==> config.mk <==
export PLATFORM = sky130hd
export DESIGN_NAME = param_digit_counter
export DESIGN_NICKNAME = d
export VERILOG_FILES = /design/src/rtl/param_digit_counter_pkg.sv /design/src/rtl/param_digit_counter_digit_cell.sv /design/src/rtl/param_digit_counter.sv
export SDC_FILE = /design/constraint.sdc
export NUM_CORES = 1
export LEC_CHECK = 0
export CORE_AREA = 5 5 65 67
export CTS_CLUSTER_DIAMETER = 30
export DETAILED_ROUTE_END_ITERATION = 12
export DIE_AREA = 0 0 70 72
export GPL_TIMING_DRIVEN = 0
export PLACE_DENSITY_LB_ADDON = 0.12
export SYNTH_ARGS = -nofsm -noshare
export SYNTH_HDL_FRONTEND = slang
export SYNTH_HIERARCHICAL = 1
export SYNTH_SLANG_ARGS = --single-unit
==> constraint.sdc <==
create_clock -name clk -period 5.3 [get_ports clk]
set_input_delay 1.59 -clock clk [delete_from_list [all_inputs] [get_ports clk]]
set_output_delay 1.59 -clock clk [all_outputs]
set_load 0.03 [all_outputs]
==> src/rtl/param_digit_counter_pkg.sv <==
// Shared constants and helpers for the cascaded digit counter.
package param_digit_counter_pkg;

    localparam int unsigned DIGIT_W = 4;

    typedef enum logic {
        DIR_UP   = 1'b0,
        DIR_DOWN = 1'b1
    } dir_e;

    // Saturate an out-of-range nibble to the largest legal digit.
    function automatic logic [DIGIT_W-1:0] clamp_digit(input logic [DIGIT_W-1:0] d,
                                                       input int unsigned radix);
        if (32'(d) >= radix) begin
            return DIGIT_W'(radix - 1);
        end
        return d;
    endfunction

endpackage

==> src/rtl/param_digit_counter_digit_cell.sv <==
// One counter digit: registered value, wrap on inc/dec, ripple carry/borrow, clamped load.
module digit_cell
    import param_digit_counter_pkg::*;
#(
    parameter int unsigned RADIX = 10
) (
    input  logic               clk,
    input  logic               rst,
    input  logic               load,
    input  logic [DIGIT_W-1:0] load_digit,
    input  logic               cin,
    input  dir_e               dir,
    output logic [DIGIT_W-1:0] value,
    output logic               cout_c
);

    localparam logic [DIGIT_W-1:0] MAX = DIGIT_W'(RADIX - 1);

    // Pass the step upward when this digit is about to wrap in the current direction.
    assign cout_c = cin & ((dir == DIR_UP) ? (value == MAX) : (value == '0));

    always_ff @(posedge clk) begin
        if (rst) begin
            value <= '0;
        end else if (load) begin
            value <= clamp_digit(load_digit, RADIX);
        end else if (cin) begin
            if (dir == DIR_UP) begin
                value <= (value == MAX) ? '0 : value + DIGIT_W'(1);
            end else begin
                value <= (value == '0) ? MAX : value - DIGIT_W'(1);
            end
        end
    end

endmodule

==> src/rtl/param_digit_counter.sv <==
// Prescaled up/down counter of DIGITS cascaded radix-RADIX digits with load and wrap pulse.
module param_digit_counter
    import param_digit_counter_pkg::*;
#(
    parameter int unsigned DIGITS = 4,
    parameter int unsigned RADIX  = 10,
    parameter int unsigned DIV    = 4
) (
    input  logic                        clk,
    input  logic                        rst,
    input  logic                        en,
    input  logic                        sel,
    input  logic                        load,
    input  logic [DIGIT_W*DIGITS-1:0]   load_value,
    output logic [DIGIT_W*DIGITS-1:0]   digits,
    output logic                        tick,
    output logic                        carry_out
);

    localparam int unsigned PRE_W = (DIV > 1) ? $clog2(DIV) : 1;
    localparam logic [PRE_W-1:0] PRE_MAX = PRE_W'(DIV - 1);

    logic [PRE_W-1:0] pre;
    logic             step_c;
    logic [DIGITS:0]  chain;

    assign step_c   = en & ~load & (pre == PRE_MAX);
    assign chain[0] = step_c;

    // Prescaler: counts enabled cycles, cleared by load so the next step is a full DIV away.
    always_ff @(posedge clk) begin
        if (rst) begin
            pre <= '0;
        end else if (load) begin
            pre <= '0;
        end else if (en) begin
            pre <= (pre == PRE_MAX) ? '0 : pre + PRE_W'(1);
        end
    end

    always_ff @(posedge clk) begin
        if (rst) begin
            tick      <= 1'b0;
            carry_out <= 1'b0;
        end else begin
            tick      <= step_c;
            carry_out <= chain[DIGITS];
        end
    end

    for (genvar i = 0; i < DIGITS; i++) begin : g_digit
        digit_cell #(
            .RADIX(RADIX)
        ) u_cell (
            .clk        (clk),
            .rst        (rst),
            .load       (load),
            .load_digit (load_value[i*DIGIT_W +: DIGIT_W]),
            .cin        (chain[i]),
            .dir        (dir_e'(sel)),
            .value      (digits[i*DIGIT_W +: DIGIT_W]),
            .cout_c     (chain[i+1])
        );
    end

endmodule
==> results of run 1 <==
[cell families after synthesis]
family	Yosys count	share of synthesized area, %
buffers and inverters	28	13.9
adder cells (fa/ha/maj)	1	0.725
AO/OA/AOI/OAI	61	23.9
multiplexers	5	2.90
flip-flops	20	23.2
XOR/XNOR	12	6.09
AND/OR/NAND/NOR	91	29.2
[worst max-delay path, cell delays in order]
cell             delay (ns)
clkdlybuf4s50_1        0.56
nor2_1                 0.38
nor4b_2                0.47
nor4b_1                0.80
nor4b_2                0.57
nor3_1                 0.08
a211o_1                0.28
a311oi_1               0.22
[per-stage QoR]
stage                     cells  hold slack (ns)  util, %
after floorplan             218            0.476        -
after global placement      303            0.499     60.2
after detailed placement    303            0.505     60.2
after CTS                   306            0.522     60.9
after global routing        306            0.529     61.2
final                       306            0.519     61.2
[power by group through the flow]
stage	registers (mW)	clock network, mW	logic [mW]
after floorplan	0.182	0	0.0837
after detailed placement	0.168	0	0.142
after CTS	0.165	0.0794	0.142
after global placement	0.168	0	0.141
after global routing	0.167	0.0841	0.156
final	0.165	0.0743	0.142
[worst paths after layout]
path | to | depth (start not counted)
worst max-delay path | g_digit[3].u_cell/value[2] | 8
worst min-delay path | pre[0] | 2
worst max register to register | g_digit[3].u_cell/value[2] | 9
worst min register to register | pre[0] | 2
[layer usage]
| metal | track usage (%) | wire length (um) |
|---|---|---|
| met5 | 0 | 0 |
| met4 | 5.32 | 21 |
| met3 | 2.63 | 167 |
| met2 | 24.6 | 1750 |
| met1 | 18.8 | 1750 |
[layout by cell type (no fill, tap or decap), types with 9 or more instances in the layout]
| cell type | instances |
|---|---|
| clkdlybuf4s50_1 | 37 |
| nand2_1 | 29 |
| nor2_1 | 21 |
| dfxtp_1 | 20 |
| buf_6 | 16 |
| o21ai_0 | 16 |
| nand2b_1 | 9 |
[registers in the layout, indices dropped and copies added, names as in the netlist]
signal and cells:
g_digit.u_cell/value 16, tick 1, pre 2, carry_out 1
[timing repair]
action | in CTS | in global routing
endpoints found under the hold margin | 0 | 0
setup buffers | 0 | 0
setup endpoints to repair | 0 | 5
resized for setup | 0 | 2
[area by class of cell]
type	instances	area share (%)
plain buffers	20	9.59
clock buffers	3	1.03
inverters	8	1.37
multi-input cells	170	50.1
flip-flops and latches	20	18.3
well taps	48	2.74
repair buffers	37	16.9
==> impl_metrics.env, run 1 <==
export IMPL_standard_cell_row_count=22
export IMPL_sw_frac_of_total_pct=32.9
export IMPL_post_route_worst_setup_slack_ns=0.555
export IMPL_cp_max_fo=8
export IMPL_post_synth_top_count_cell="nand2_1"
export IMPL_antenna_cells=0
export IMPL_power_switching_mw=0.126
export IMPL_hold_viol_final=0
export IMPL_first_global_vias=1433
export IMPL_ys_async_sr_fraction_pct=0
export IMPL_timing_critical_path_required_ns=5.51
export IMPL_worstSetupEndpointType="flop"
export IMPL_largest_vdd_supply_drop_mv=0.0996
export IMPL_synth_enable_flop_cells=0
export IMPL_synth_area_um2=1730
export IMPL_final_nets=282
export IMPL_cts_buffers_inserted=3
export IMPL_postCtsHoldBufs=0
export IMPL_timing_rr_start="pre[0]"
export IMPL_drt_pre_antenna_iters=4
export IMPL_synth_ff_type="dfxtp_1"
export IMPL_total_power_density_per_cell_area_nw_per_um2=174
export IMPL_power_leakage_nw=0.830
export IMPL_report_power_total_mw=0.382
export IMPL_io_pins=39
export IMPL_grt_pass1_wl_mm=6.24
export IMPL_postSynthNetCount=240
export IMPL_floorplan_initialDensity_pct=48.2
export IMPL_max_slew_margin_rel_pct=38.5
export IMPL_worst_slew_pin_slew_ns=0.910
export IMPL_cts_tree="done"
export IMPL_timing_setup_tns_ns=0
export IMPL_fillerInstances=344
export IMPL_clk_insertion_delay_late_ns=0.30
export IMPL_pwr_share_comb_pct=37.3
export IMPL_drcViolationCount=0
export IMPL_ys_types=28
export IMPL_synth_seq_area_share_pct=23.2
export IMPL_detailroute_via_count=1636
export IMPL_clock_tree_htree_level_count=1
export IMPL_netlist_top_cells_count="29 x nand2_1, 21 x nor2_1, 20 x dfxtp_1"
export IMPL_clockRootBuffer="clkbuf_4"
export IMPL_worstHoldPathType="flop to flop"
export IMPL_synth_top_cell_area_share_pct=23.2
export IMPL_r2r_setup_slack_ns=1.90
export IMPL_seq_power_share_pct=43.2
export IMPL_hpwl_mm=2.63
export IMPL_post_synth_top_area_cell="dfxtp_1"
export IMPL_die_height_um=72
export IMPL_setup_viol=0
export IMPL_post_synth_main_area_contributors="dfxtp_1 23%, buf_6 10%, nand2_1 6.3%"
export IMPL_tritoncts_sink_count=20
export IMPL_synthCells=218
export IMPL_layout_overhead_on_the_synthesized_area_pct=27.0
export IMPL_achievable_frequency_mhz=211
export IMPL_proportion_of_power_drawn_by_the_clock_network_pct=19.5
export IMPL_wl_mm=3.69
export IMPL_hp_start="pre[0]"
export IMPL_dp_slack_ns=-0.267
export IMPL_synth_warnings=6
export IMPL_post_route_cell_area_um2=2190
export IMPL_multi_input_comb_area_um2=1100
export IMPL_rsz_0062_raised_after_global_routing="false"
export IMPL_final_max_slew_violation_count=0
export IMPL_clk_transition_reported_paths_ns=0.11
export IMPL_floorplan_die_width_um=70
export IMPL_detailed_router_s_first_iteration_violation_count=97
export IMPL_status="completed"
export IMPL_final_min_period_over_clock_period_pct=89.5
export IMPL_avgViaCountPerCell=5.35
export IMPL_fp_coreArea_um2=3580
export IMPL_grt_antenna_before_repair=0
export IMPL_internal_power_mw=0.256
export IMPL_synth_seq_cells=20
export IMPL_clock_skew_final_ns=0.0110
export IMPL_overflow=0
export IMPL_final_layout_size_suffix_gt1_share_pct=11.6
export IMPL_crit_path_start="load"
export IMPL_synthesis_area_per_instance_um2=7.91
export IMPL_clock_tree_buffer_depth=2
export IMPL_place_congestion=0.802
export IMPL_final_seq_area_um2=400
export IMPL_startpoint_type_of_the_worst_setup_path="input pin"
export IMPL_grt_total_usage_pct=14.6
export IMPL_cp_data_arrival_time_ns=4.95
export IMPL_drv_max_cap_violation_count=0
export IMPL_io_buffer_count=37
export IMPL_setup_worst_path_class="input pin to flop"
export IMPL_dieArea_um2=5040
export IMPL_wire_per_inst_um=12.0
export IMPL_period_needed_ns=4.75
export IMPL_grt_max_degree=21
export IMPL_antenna_violating_nets_post_route=0
export IMPL_place_area_um2=2160
Note: power is estimated with default switching activity, not from simulation.
==> inputs of run 2 (changes only) <==
--- a/config.mk
+++ b/config.mk
@@ -10,7 +10,7 @@
 export DETAILED_ROUTE_END_ITERATION = 12
 export DIE_AREA = 0 0 70 72
 export GPL_TIMING_DRIVEN = 0
-export PLACE_DENSITY_LB_ADDON = 0.12
+export PLACE_DENSITY = 0.78
 export SYNTH_ARGS = -nofsm -noshare
 export SYNTH_HDL_FRONTEND = slang
 export SYNTH_HIERARCHICAL = 1
==> constraint.sdc (replaced) <==
create_clock -name clk -period 5.3 [get_ports clk]
set_input_delay 1.325 -clock clk [delete_from_list [all_inputs] [get_ports clk]]
set_output_delay 1.325 -clock clk [all_outputs]
set_load 0.03 [all_outputs]
==> impl_metrics.env, run 2 (synthesis gave the netlist of run 1 again) <==
export IMPL_worst_slew_pin_slew_ns=0.861
export IMPL_wire_per_inst_um=12.3
export IMPL_sw_frac_of_total_pct=32.4
export IMPL_timing_critical_path_required_ns=5.55
export IMPL_setup_worst_path_class="input pin to flop"
export IMPL_worstHoldPathType="flop to flop"
export IMPL_proportion_of_power_drawn_by_the_clock_network_pct=23.4
export IMPL_rsz_0062_raised_after_global_routing="false"
export IMPL_dieArea_um2=5040
export IMPL_antenna_cells=0
export IMPL_post_cts_setup_buffers=0
export IMPL_grt_antenna_before_repair=0
export IMPL_fp_coreArea_um2=3580
export IMPL_largest_vdd_supply_drop_mv=0.138
export IMPL_wl_mm=3.79
export IMPL_max_slew_margin_rel_pct=41.8
export IMPL_fin_util_pct=61.4
export IMPL_detailed_router_s_first_iteration_violation_count=103
export IMPL_io_pins=39
export IMPL_io_buffer_count=37
export IMPL_cts_buffers_inserted=3
export IMPL_grt_pass1_wl_mm=6.58
export IMPL_status="completed"
export IMPL_drv_max_cap_violation_count=0
export IMPL_grt_busiest_layer="met2"
export IMPL_startpoint_type_of_the_worst_setup_path="input pin"
export IMPL_floorplan_die_width_um=70
export IMPL_place_area_um2=2160
export IMPL_final_max_slew_violation_count=0
export IMPL_power_leakage_nw=0.836
export IMPL_period_needed_ns=4.68
export IMPL_grtUsageMet1_pct=20.7
export IMPL_largest_register_ff_count=16
export IMPL_internal_power_mw=0.272
export IMPL_use_met3_pct=3.88
export IMPL_finalNonFillerCells=307
export IMPL_overflow=0
export IMPL_hpwl_mm=2.79
export IMPL_clockRootBuffer="clkbuf_4"
export IMPL_clk_insertion_delay_late_ns=0.31
export IMPL_layout_overhead_on_the_synthesized_area_pct=27.4
export IMPL_post_route_cell_area_um2=2200
export IMPL_floorplan_initialDensity_pct=48.2
export IMPL_cp_max_fo=8
export IMPL_total_power_density_per_cell_area_nw_per_um2=183
export IMPL_grtUsageMet2_pct=24.8
export IMPL_standard_cell_row_count=22
export IMPL_drt_pre_antenna_iters=4
export IMPL_largestRegisters="g_digit.u_cell/value x16, pre x2"
export IMPL_seq_power_share_pct=41.1
export IMPL_grt_total_usage_pct=15.5
export IMPL_layout_cells_most_common_list="37 x clkdlybuf4s50_1, 29 x nand2_1, 21 x nor2_1"
export IMPL_cts_tree="done"
export IMPL_setup_viol=0
export IMPL_final_nets=282
export IMPL_layout_commonest_cell="clkdlybuf4s50_1"
export IMPL_timing_setup_tns_ns=0
export IMPL_power_switching_mw=0.130
export IMPL_cp_data_arrival_time_ns=4.93
export IMPL_final_layout_size_suffix_gt1_share_pct=11.6
export IMPL_hold_viol_final=0
export IMPL_final_min_period_over_clock_period_pct=88.4
export IMPL_placed_cells_incl_taps=303
export IMPL_pwr_share_comb_pct=35.5
export IMPL_clock_tree_buffer_depth=2
export IMPL_achievable_frequency_mhz=214
export IMPL_clock_skew_final_ns=0.00116
export IMPL_first_global_vias=1467
export IMPL_antenna_violating_nets_post_route=0
export IMPL_register_bank_with_the_most_flops="g_digit.u_cell/value"
export IMPL_place_congestion=0.857
export IMPL_clock_tree_htree_level_count=1
export IMPL_drcViolationCount=0
export IMPL_clk_transition_reported_paths_ns=0.12
export IMPL_detailroute_via_count=1649
export IMPL_grt_max_degree=21
export IMPL_tritoncts_sink_count=20
export IMPL_worstSetupEndpointType="flop"
export IMPL_die_height_um=72
export IMPL_hold_ws_ns=0.526
export IMPL_avgViaCountPerCell=5.37
run 2: stage by stage:
| stage | power (mW) | setup WS [ns] |
|---|---|---|
| 2_1_floorplan | 0.266 | 1.35 |
| 3_3_place_gp | 0.309 | -0.0416 |
| 3_5_place_dp | 0.310 | -0.00928 |
| 4_1_cts | 0.407 | 0.321 |
| 5_1_grt | 0.430 | 0.269 |
| 6_report | 0.402 | 0.617 |
run 2: layout make-up:
type | instances | area [um2]
Fill cell | 339 | 1380
Multi-Input combinational cell | 170 | 1090
Sequential cell | 20 | 400
Timing Repair Buffer | 37 | 370
Buffer | 20 | 210
Tap cell | 48 | 60.1
Clock buffer | 4 | 36.3
Inverter | 8 | 30.0
run 2: critical path, stage by stage:
cell and delay [ns]:
clkdlybuf4s50_1 0.55, nor2_1 0.33, nor4b_1 0.75, nor4b_2 0.57
nor4b_1 0.76, o31ai_1 0.15, a311o_1 0.35, a31oi_1 0.14
run 2: power groups by stage:
stage,Combinational [mW],Sequential [mW],Clock (mW)
2_1_floorplan,0.0837,0.182,0
3_3_place_gp,0.140,0.168,0
3_5_place_dp,0.142,0.168,0
4_1_cts,0.143,0.165,0.0994
5_1_grt,0.156,0.166,0.107
6_report,0.143,0.165,0.0941
run 2: metal layers:
metal | share of wire [%] | vias up
met1 | 48 | 742
met2 | 45 | 44
met5 | 0 | -
met4 | 1.0 | 0
met3 | 5.6 | 4
li1 | - | 859
run 2: worst paths after layout:
path                              from                         end  slack (ns)  depth (start not counted)
worst min register to register  pre[0]                      pre[0]        0.53                          2
worst max-delay path              load  g_digit[3].u_cell/value[3]        0.62                          8
worst max register to register  pre[0]  g_digit[3].u_cell/value[3]        1.64                          9
worst min-delay path            pre[0]                      pre[0]        0.53                          2
run 2: what timing repair did:
| item | 4_1_cts | 5_1_grt |
|---|---|---|
| gates resized for setup | 0 | 1 |
| hold buffers | 0 | 0 |
| setup endpoints to repair | 0 | 1 |
==> inputs of run 3 (changes only) <==
--- a/config.mk
+++ b/config.mk
@@ -5,6 +5,7 @@
 export SDC_FILE = /design/constraint.sdc
 export NUM_CORES = 1
 export LEC_CHECK = 0
+export ABC_CLOCK_PERIOD_IN_PS = 5300
 export CORE_AREA = 5 5 65 67
 export CTS_CLUSTER_DIAMETER = 30
 export DETAILED_ROUTE_END_ITERATION = 12
==> results of run 3 <==
No change in the layout: final DEF, timing and power equal those of run 2.
